===== config.mk =====
export PLATFORM = sky130hd
export DESIGN_NAME = tv_runner
export DESIGN_NICKNAME = d
export VERILOG_FILES = /design/src/rtl/tv_runner.sv
export SDC_FILE = /design/constraint.sdc
export NUM_CORES = 1
export LEC_CHECK = 0
export CAP_MARGIN = 15
export CORE_MARGIN = 1.5
export CORE_UTILIZATION = 50
export DETAILED_ROUTE_END_ITERATION = 8
export PLACE_DENSITY = 0.69
export SETUP_SLACK_MARGIN = 0.05
export SLEW_MARGIN = 20
export SYNTH_ARGS = -nofsm -noshare
export SYNTH_HDL_FRONTEND = slang
export SYNTH_SLANG_ARGS = --single-unit

===== constraint.sdc =====
create_clock -name clk -period 3.8 [get_ports clk]
set_clock_uncertainty 0.15 [all_clocks]
set_input_delay 1.14 -clock clk [delete_from_list [all_inputs] [get_ports clk]]
set_output_delay 1.14 -clock clk [all_outputs]
set_load 0.005 [all_outputs]

===== src/rtl/tv_runner.sv =====
// tv_runner: on-chip test-vector runner. Holds a vector memory of packed
// {stimulus, expected} words, drives the stimulus into an external DUT,
// compares the DUT response after DUT_LAT wait cycles and keeps a record
// of the last mismatch plus a saturating error count.
module tv_runner #(
  parameter int unsigned IN_W    = 8,
  parameter int unsigned OUT_W   = 8,
  parameter int unsigned DEPTH   = 64,
  parameter int unsigned AW      = 6,
  parameter int unsigned DUT_LAT = 0
) (
  input  logic                   clk,
  input  logic                   reset,
  input  logic                   load_en,
  input  logic [AW-1:0]          load_addr,
  input  logic [IN_W+OUT_W-1:0]  load_data,
  input  logic [AW:0]            num_vec,
  input  logic                   start,
  output logic [IN_W-1:0]        dut_in,
  input  logic [OUT_W-1:0]       dut_out,
  output logic                   busy,
  output logic                   done,
  output logic                   pass,
  output logic [AW:0]            vec_index,
  output logic [15:0]            err_count,
  output logic                   err_valid,
  output logic [AW:0]            err_index,
  output logic [OUT_W-1:0]       err_got,
  output logic [OUT_W-1:0]       err_exp
);

  typedef enum logic [1:0] {
    ST_IDLE,
    ST_RUN,
    ST_DONE
  } state_t;

  localparam logic [AW:0] DEPTH_V = (AW+1)'(DEPTH);
  localparam logic [3:0]  LAT_V   = 4'(DUT_LAT);

  state_t r_state;
  state_t w_state_nxt;

  logic [IN_W+OUT_W-1:0] r_mem [DEPTH];

  logic [IN_W-1:0]  r_dut_in;
  logic [AW:0]      r_vec_index;
  logic [AW:0]      r_nv;
  logic [3:0]       r_wcnt;
  logic [15:0]      r_err_count;
  logic             r_err_valid;
  logic [AW:0]      r_err_index;
  logic [OUT_W-1:0] r_err_got;
  logic [OUT_W-1:0] r_err_exp;

  logic             w_start_acc;
  logic             w_wr;
  logic             w_cmp;
  logic             w_last;
  logic             w_mismatch;
  logic [AW:0]      w_nv_clamped;
  logic [AW-1:0]    w_cur_addr;
  logic [AW-1:0]    w_next_addr;
  logic [AW:0]      w_next_idx;
  logic [OUT_W-1:0] w_cur_exp;
  logic [IN_W-1:0]  w_next_in;
  logic [IN_W-1:0]  w_first_in;

  // Start is honoured only when no run is in progress.
  assign w_start_acc  = start && (r_state != ST_RUN);
  assign w_nv_clamped = (num_vec > DEPTH_V) ? DEPTH_V : num_vec;

  // Loads are blocked during a run and out-of-range slots are dropped.
  assign w_wr = load_en && (r_state != ST_RUN) && ({1'b0, load_addr} < DEPTH_V);

  // Asynchronous memory reads for the current expected and next stimulus.
  assign w_cur_addr  = r_vec_index[AW-1:0];
  assign w_next_addr = r_vec_index[AW-1:0] + AW'(1);
  assign w_next_idx  = r_vec_index + (AW+1)'(1);
  assign w_cur_exp   = r_mem[w_cur_addr][OUT_W-1:0];
  assign w_next_in   = r_mem[w_next_addr][IN_W+OUT_W-1:OUT_W];
  assign w_first_in  = r_mem[0][IN_W+OUT_W-1:OUT_W];

  // A compare edge happens once the wait counter has reached the latency.
  assign w_cmp      = (r_state == ST_RUN) && (r_nv != '0) && (r_wcnt == LAT_V);
  assign w_last     = (r_vec_index == (r_nv - (AW+1)'(1)));
  assign w_mismatch = w_cmp && (dut_out != w_cur_exp);

  // Vector memory write port; contents survive reset.
  always_ff @(posedge clk) begin
    if (w_wr) begin
      r_mem[load_addr] <= load_data;
    end
  end

  // State register.
  always_ff @(posedge clk) begin
    if (reset) begin
      r_state <= ST_IDLE;
    end else begin
      r_state <= w_state_nxt;
    end
  end

  // Next-state logic: an empty run leaves RUN on its first edge.
  always_comb begin
    w_state_nxt = r_state;
    case (r_state)
      ST_IDLE: begin
        if (start) w_state_nxt = ST_RUN;
      end
      ST_RUN: begin
        if (r_nv == '0) begin
          w_state_nxt = ST_DONE;
        end else if (w_cmp && w_last) begin
          w_state_nxt = ST_DONE;
        end
      end
      ST_DONE: begin
        if (start) w_state_nxt = ST_RUN;
      end
      default: w_state_nxt = ST_IDLE;
    endcase
  end

  // Status outputs decoded from the state register.
  always_comb begin
    busy = 1'b0;
    done = 1'b0;
    case (r_state)
      ST_RUN:  busy = 1'b1;
      ST_DONE: done = 1'b1;
      default: begin
        busy = 1'b0;
        done = 1'b0;
      end
    endcase
    pass = done && (r_err_count == '0);
  end

  // Run datapath: stimulus, index, wait counter and mismatch record.
  always_ff @(posedge clk) begin
    if (reset) begin
      r_dut_in    <= '0;
      r_vec_index <= '0;
      r_nv        <= '0;
      r_wcnt      <= '0;
      r_err_count <= '0;
      r_err_valid <= 1'b0;
      r_err_index <= '0;
      r_err_got   <= '0;
      r_err_exp   <= '0;
    end else begin
      r_err_valid <= 1'b0;
      if (w_start_acc) begin
        r_nv        <= w_nv_clamped;
        r_vec_index <= '0;
        r_wcnt      <= '0;
        r_err_count <= '0;
        r_dut_in    <= w_first_in;
      end else if ((r_state == ST_RUN) && (r_nv != '0)) begin
        if (!w_cmp) begin
          r_wcnt <= r_wcnt + 4'd1;
        end else begin
          if (w_mismatch) begin
            r_err_valid <= 1'b1;
            r_err_index <= r_vec_index;
            r_err_got   <= dut_out;
            r_err_exp   <= w_cur_exp;
            if (r_err_count != '1) begin
              r_err_count <= r_err_count + 16'd1;
            end
          end
          if (!w_last) begin
            r_vec_index <= w_next_idx;
            r_dut_in    <= w_next_in;
            r_wcnt      <= '0;
          end
        end
      end
    end
  end

  assign dut_in    = r_dut_in;
  assign vec_index = r_vec_index;
  assign err_count = r_err_count;
  assign err_valid = r_err_valid;
  assign err_index = r_err_index;
  assign err_got   = r_err_got;
  assign err_exp   = r_err_exp;

endmodule


After elaboration in Yosys (flattened, before gate mapping)
Memories as Yosys holds them, arrays and structs flattened. A register that Yosys moved wholly into a read port is not among the register bits. Index checks and enable logic that the tools add are counted.

Word-level logic and storage cells: 72. Memories kept: 1. Input bits: 41. Register bits: 68. Output and inout port bits: 58. Bits in writable memories: 1024.

Reductions and logical operators: 23. Mux-type cells: 18. Bitwise operators: 4. $lt $le $gt $ge: 1. Equality and inequality tests: 10. Add/sub/neg operators: 5.

Memories: r_mem (words 64, width 16, read ports 3, clocked after Yosys merged registers in 1, wr ports 1, line 44) `logic [IN_W+OUT_W-1:0] r_mem [DEPTH];`.

Operators by type and width (count): $mux W8 (4); $add A16 B1 Y16 const B (1); $logic_not A16 Y1 (1); $ne A16 B16 Y1 const B (1); $mux W6 (2); $mux W4 (2); $ne A8 B8 Y1 (1); $reduce_and A4 Y1 (2); $add A7 B1 Y7 const B (1); $eq A7 B7 Y1 (1); $gt A7 B7 Y1 const B (1); $logic_and A1 B1 Y1 (7); $logic_not A7 Y1 (1); $mux W7 (1); $reduce_bool A7 Y1 (1); $sub A7 B1 Y7 const B (1); $add A6 B1 Y6 const B (1); $mux W2 (3); $reduce_and A3 Y1 (2); $mux W1 (5); $add A4 B1 Y4 const B (1); $logic_not A4 Y1 (1); $ne A2 B1 Y1 const B (2); $ne A2 B2 Y1 const B (2); 10 further kinds (16).

Depth between registers and ports, before layout
Gate-level depths: netlist of the first run.

Word-level depth: 7. Gate-level depth with buffers: 16. Depth with buffers taken out: 10.

Worst setup path after synthesis of the first run
Ideal clock, no wire load.

Kind: in2reg. From: input load_addr[0]. To: memory r_mem[57][0] (netlist name) (enable). Required time: 3.261 ns. Stages on the path: 5. Data arrival time: 3.155 ns. Library setup time: 0.389 ns. Setup slack: 0.107 ns. Buffers on the path: 2. Cells stage by stage: clkbuf_1 -> or3b_2 -> or3b_2 -> clkbuf_1 -> nor2_1.

RTL lines: start, declared (line 15) `input logic [AW-1:0] load_addr,`; end, declared (line 44).

No word-level cell before the write port.

Worst setup path after layout of the first run
From: register r_err_count[2] (netlist: err_count[2]). To: output pass.

Cells in the longest elaborated chain, start to end: 2.

Ends and longest elaborated chain: start, declared (line 50) `logic [15:0] r_err_count;`; start signal, assigned (line 171) `r_err_count <= r_err_count + 16'd1;`; $logic_not A16 Y1 (line 138) `pass = done && (r_err_count == '0);`; $logic_and A1 B1 Y1 (line 138); end, declared (line 23) `output logic pass,`.

No other way between the ends.

==> results.tsv, run 1 <==
stage	metric	value	unit
pwr	power_density	478	nW/um^2
setup_path	worstPathArrival	2380	ps
drt	viasPerCell	6.13	
clock_tree	clk_path_buf_depth	3	
placed_design	dp_hpwl	67800	um
clock_tree	cts_root_buf	clkbuf_16	
setup_path	start_kind	register	
global_routing	grt_pass1_vias	22700	
timing	slew_violations	0	
drt	wl_per_cell	29.0	um
drt	drtIter0Drc	2661	
setup_path	crit_path_cell_trace	nor4_2 > nand4_1 > nor4b_2 > clkdlybuf4s50_1	
setup_path	path_class	reg -> out	
setup_path	rr_worst_depth	16	
timing	tns	0	ps
cells_and_area	syn_to_final_growth	17.5	%
timing	finalSetupViolCount	0	
die	initial_utilization	0.506	
worst_hold_path	hold_depth	2	
pwr	finalPower	0.0242	W
global_routing	grt_pass1_wl	156000	um
synthesis	syn_area_per_cell	20.1	sq um
setup_path	crit_slowest_cell	clkdlybuf4s50_1	
die	core	85400	sq um
cells_and_area	layout.cells.non_filler	3684	
synthesis	ys_seq_area_frac	0.746	
drt	vias	22600	
placed_design	gp_congestion	0.904	
global_routing	grt_start_max_net_pins	65	
setup_path	regToRegSetupSlack	160	ps
timing	max_freq	273	MHz
worst_hold_path	worstHoldEndpoint	err_got[4]	
global_routing	grt_usage	0.243	
pwr	ir_worst_vdd	0.407	mV
synthesis	synth_cell_type_count	65	
die	die_w	297	um
clock_tree	clkSinkCount	1098	
drt	antenna_left	0	
drt	wl	107000	um
synthesis	synth-seq-cells	1098	
worst_hold_path	holdCritStartpoint	err_got[4]	
setup_path	timing.rr.end	err_count[7]	
cells_and_area	nets	2502	
placed_design	portBuffers	98	
timing	finalWorstSetupSlack	131	ps
synthesis	yosys-top-cells-area	edfxtp_1, mux4_2, dfxtp_1, mux2i_1, nor2_1	
die	die-area	88100	sq um
drt	drc	0	
timing	final-hold-violation-count	0	
clock_tree	clock_latency	660	ps
pwr	power_leakage	16.1	nW
global_routing	antenna_found_initial	3	
clock_tree	htreeDepth	3	
timing	timing.final.crit_share	0.966	
die	ioPinCount	99	
job	drv_cap	0	
timing	slew_headroom	0.378	
synthesis	synthTopCellsByCount	edfxtp_1, mux4_2, mux2i_1	
synthesis	synth_top_area_share	0.712	
global_routing	gr-total-overflow	0	
die	die_h	297	um
setup_path	max_stage_delay	550	ps
clock_tree	path_clk_slew	60	ps
setup_path	crit_fanout	7	
cells_and_area	final_util	0.594	
clock_tree	cts_tree	done	
timing	rsz0062_at_grt	true	
synthesis	synthArstFlopShare	0	
synthesis	syn_nets	2201	
synthesis	syn_inst	2153	
setup_path	cp-end-kind	output pin	
synthesis	synth.most_common_cell	edfxtp_1	
synthesis	synth_top_area_cell	edfxtp_1	
timing	period_needed	3670	ps
synthesis	ys.flop_type	edfxtp_1	
drt	dr.pass1.iters	7	
cells_and_area	drive_gt1_frac	0.271	
worst_hold_path	hold_class	reg -> reg	
synthesis	syn-cell-area	43200	sq um
die	rows	107	
status	status	finished, final reports clean	
clock_tree	cts_made_buffers	107	
placed_design	dp_slack	-83.2	ps
placed_design	placed_cells	3471	
timing	tightest_slew	934	ps
synthesis	yosys_warnings	0	
synthesis	synth_edf_count	1024	
setup_path	worst_ep_required_time	2510	ps
## cell type report
| type | instances | area, sq um |
|---|---|---|
| inverters | 15 | 56.3 |
| diodes | 1 | 2.50 |
| multi-input cells | 920 | 10400 |
| well taps | 1144 | 1430 |
| flip-flops and latches | 1098 | 32200 |
| clock buffers | 139 | 2850 |
| fillers | 6086 | 34700 |
| clock inverters | 55 | 387 |
| repair buffers | 312 | 3360 |
## cells by family after synthesis
family | after synthesis | share of synthesized area
compound gates | 141 | 0.0236
buf+inv | 135 | 0.0157
flops | 1098 | 0.746
mux | 391 | 0.167
xor+xnor | 31 | 0.00629
simple gates | 350 | 0.0392
fa+ha+maj | 7 | 0.00203
## how the worst max path moves through the flow
stage | depth (start not counted) | endpoint | from | slack (ps)
2_1_floorplan | 5 | r_mem[57][0] | load_addr[0] | 110
3_3_place_gp | 14 | err_exp[3] | register | 9
3_5_place_dp | 15 | err_got[5] | register | -80
4_1_cts | 4 | pass | err_count[11] | 80
5_1_grt | 17 | err_count[12] | register | 8
6_report | 4 | pass | err_count[2] | 130
## critical path, delay by kind of cell, from the launching register on
family / cells / cell delay (ps)
flip-flops: 1 / 380
AND/OR/NAND/NOR: 3 / 800
buffers and inverters: 1 / 550
## placed cells by master, fill, tap and decap left out, drive strengths merged, types with 5 or more instances in the layout
cell type	Yosys	routed
nor2	112	112
nand4	10	10
nor4	5	5
nor2b	12	12
ha	7	7
xnor2	15	15
a221oi	6	6
clkdlybuf4s50	0	81
dfxtp	74	74
mux4	258	258
a21oi	35	35
or3b	6	6
or3	5	5
o21ai	8	8
and3	15	15
nand3	21	21
mux2	22	22
o211ai	9	9
a22oi	28	28
mux2i	111	111
a31o	8	8
clkbuf	55	139
and2	8	8
xor2	16	16
nand3b	8	8
o22ai	5	5
buf	65	231
edfxtp	1024	1024
a31oi	16	16
clkinv	2	46
nand2	96	96
nand2b	42	42
inv	13	17
## stage by stage
step / hold WS [ps] / cell area, sq um
after global placement: 314 / 47300
after floorplan: 308 / 43200
after CTS: 339 / 50500
after global routing: 355 / 50700
after detailed placement: 321 / 47300
final: 334 / 50700
## what timing repair did
item	in CTS	in global routing
pin swaps	1	3
buffers inserted	4	14
endpoints found under the setup margin	18	22
gates cloned	0	0
hold buffers	0	0
resized for setup	2	13
endpoints found under the hold margin	0	0
## state kept, by name, indices dropped and copies added (netlist names), named ones only
register	flops
vec_index	7
r_wcnt	4
err_got	8
err_exp	8
r_mem	1024
err_count	16
r_nv	7
err_index	7
err_valid	1
dut_in	8
r_state	2
## layer usage
| metal | part of all wire | wire length [um] | GRT usage |
|---|---|---|---|
| met1 | 0.40 | 42900 | 0.344 |
| met2 | 0.48 | 51200 | 0.384 |
| met3 | 0.088 | 9380 | 0.0449 |
| met4 | 0.030 | 3250 | 0.0797 |
| met5 | 0.00033 | 35 | 0 |
## report_power, final
group,leakage [nW],switching [W],total (W),internal [W]
sequential,9.81,0.0000330,0.0133,0.0133
combinational,4.68,0.000641,0.00107,0.000429
clock,1.58,0.00432,0.00987,0.00554
Note: power is estimated with default switching activity, not from simulation.
==> run 2, diff against run 1 <==
--- a/config.mk
+++ b/config.mk
@@ -9,7 +9,8 @@
 export CORE_MARGIN = 1.5
 export CORE_UTILIZATION = 50
 export DETAILED_ROUTE_END_ITERATION = 8
-export PLACE_DENSITY = 0.69
+export DONT_BUFFER_PORTS = 1
+export PLACE_DENSITY = 0.68
 export SETUP_SLACK_MARGIN = 0.05
 export SLEW_MARGIN = 20
 export SYNTH_ARGS = -nofsm -noshare
==> results.tsv, run 2 (synthesis results as in run 1) <==
stage	metric	value	unit
setup_path	path_class	reg -> reg	
setup_path	worst_ep_required_time	4200	ps
pwr	combPwrFrac	0.030	
clock_tree	cts_made_buffers	104	
clock_tree	htreeDepth	3	
status	status	finished, final reports clean	
drt	wl_per_cell	30.5	um
timing	slew_headroom	0.269	
pwr	power_frac_clock	0.429	
cells_and_area	nets	2362	
setup_path	timing.rr.end	err_exp[6]	
clock_tree	cts_tree	done	
pwr	power_density	500	nW/um^2
global_routing	grt_pass1_wl	155000	um
timing	max_freq	269	MHz
timing	rsz0062_at_grt	false	
timing	timing.final.crit_share	0.979	
die	rows	107	
setup_path	crit_fanout	12	
placed_design	gp_congestion	0.934	
pwr	finalPower	0.0246	W
drt	wl	108000	um
clock_tree	clk_path_buf_depth	3	
drt	drc	0	
clock_tree	cts_root_buf	clkbuf_16	
pwr	p_seq_frac	0.541	
pwr	power_leakage	15.5	nW
cells_and_area	final_util	0.576	
global_routing	gr-total-overflow	0	
cells_and_area	mostFrequentLayoutCell	edfxtp_1	
die	core	85400	sq um
drt	antenna_left	0	
placed_design	dp_hpwl	64800	um
global_routing	grt_pass1_vias	22100	
die	ioPinCount	99	
clock_tree	clkSinkCount	1098	
clock_tree	clock_latency	670	ps
timing	slew_violations	0	
timing	final-hold-violation-count	0	
cells_and_area	largest-register	r_mem	
pwr	switchingPower	0.00486	W
drt	viasPerCell	6.23	
placed_design	portBuffers	0	
placed_design	place_area	45500	sq um
clock_tree	path_clk_slew	60	ps
setup_path	cp-end-kind	register	
die	initial_utilization	0.506	
cells_and_area	syn_to_final_growth	14.0	%
timing	finalSetupViolCount	0	
setup_path	worstPathArrival	4120	ps
die	die_h	297	um
timing	finalHoldWorstSlack	339	ps
pwr	swShare	0.198	
cells_and_area	layout_common_cells	edfxtp_1, mux4_2, buf_4	
global_routing	antenna_found_initial	5	
setup_path	start_kind	register	
worst_hold_path	hold_class	reg -> reg	
setup_path	regToRegSetupSlack	80	ps
timing	period_needed	3720	ps
worst_hold_path	worstHoldEndpoint	r_nv[6]	
global_routing	grt_start_max_net_pins	66	
cells_and_area	layout.cells.non_filler	3548	
clock_tree	ctsHoldBuffers	0	
cells_and_area	largest_reg_flops	1024	
timing	tightest_slew	1100	ps
setup_path	rr_worst_depth	15	
die	die_w	297	um
worst_hold_path	holdCritStartpoint	r_nv[6]	
drt	vias	22100	
drt	dr.pass1.iters	8	
pwr	internal_power	0.0197	W
worst_hold_path	hold_depth	2	
placed_design	placed_cells	3340	
die	die-area	88100	sq um
drt	drtIter0Drc	2866	
job	drv_cap	0	
cells_and_area	drive_gt1_frac	0.266	
global_routing	grt_usage	0.245	
cells_and_area	final_area	49200	sq um
pwr	ir_worst_vdd	0.340	mV
[run 2: how the worst max path moves through the flow]
| stage | to | slack (ps) | cells after the start |
|---|---|---|---|
| 3_3_place_gp | err_exp[4] | -250 | 12 |
| 3_5_place_dp | err_exp[4] | -220 | 12 |
| 2_1_floorplan | r_mem[57][0] | 110 | 5 |
| 4_1_cts | err_count[12] | 80 | 13 |
| 5_1_grt | err_count[12] | 30 | 15 |
| 6_report | err_exp[6] | 80 | 15 |
[run 2: final cells by class]
type | instances | area, sq um
diodes | 2 | 5.00
clock buffers | 125 | 2720
clock inverters | 69 | 766
fillers | 6243 | 36200
inverters | 15 | 56.3
multi-input cells | 921 | 10400
flip-flops and latches | 1098 | 32200
well taps | 1144 | 1430
repair buffers | 174 | 1610
[run 2: through the flow]
stage                     worst slack (ps)  TNS, ps
after CTS                             81.5        0
after global placement                -246    -1810
final                                 81.0        0
after floorplan                        107        0
after detailed placement              -216    -1200
after global routing                  29.7        0
[run 2: metal layers]
layer | wire length [um] | track usage
met5 | 55 | 0
met4 | 3190 | 0.0792
met3 | 12000 | 0.0687
met2 | 51000 | 0.380
met1 | 41900 | 0.337
[run 2: power groups by stage]
stage | Sequential (W) | Combinational [W] | Clock, W
floorplan | 0.0135 | 0.000499 | 0
global placement | 0.0136 | 0.000694 | 0
detailed placement | 0.0136 | 0.000706 | 0
CTS | 0.0133 | 0.000725 | 0.0107
global route | 0.0133 | 0.000782 | 0.0111
finish | 0.0133 | 0.000740 | 0.0105
[run 2: what timing repair did]
| action | 4_1_cts | 5_1_grt |
|---|---|---|
| pin swaps | 1 | 2 |
| endpoints found under the setup margin | 37 | 32 |
| gates resized for setup | 0 | 7 |
| buffers inserted | 3 | 7 |
| cloned | 1 | 1 |
[run 2: critical path, cell delays in order (launching register included)]
cell and delay [ps]:
dfxtp_4 450, buf_12 210, buf_4 170, and2_1 360, buf_4 210, a22oi_1 60, a21oi_1 320, a31oi_1 100
a31oi_2 280, xor2_1 190, nand4_1 110, buf_4 180, nor2_2 280, nor2_4 80, buf_12 150, mux2_4 290
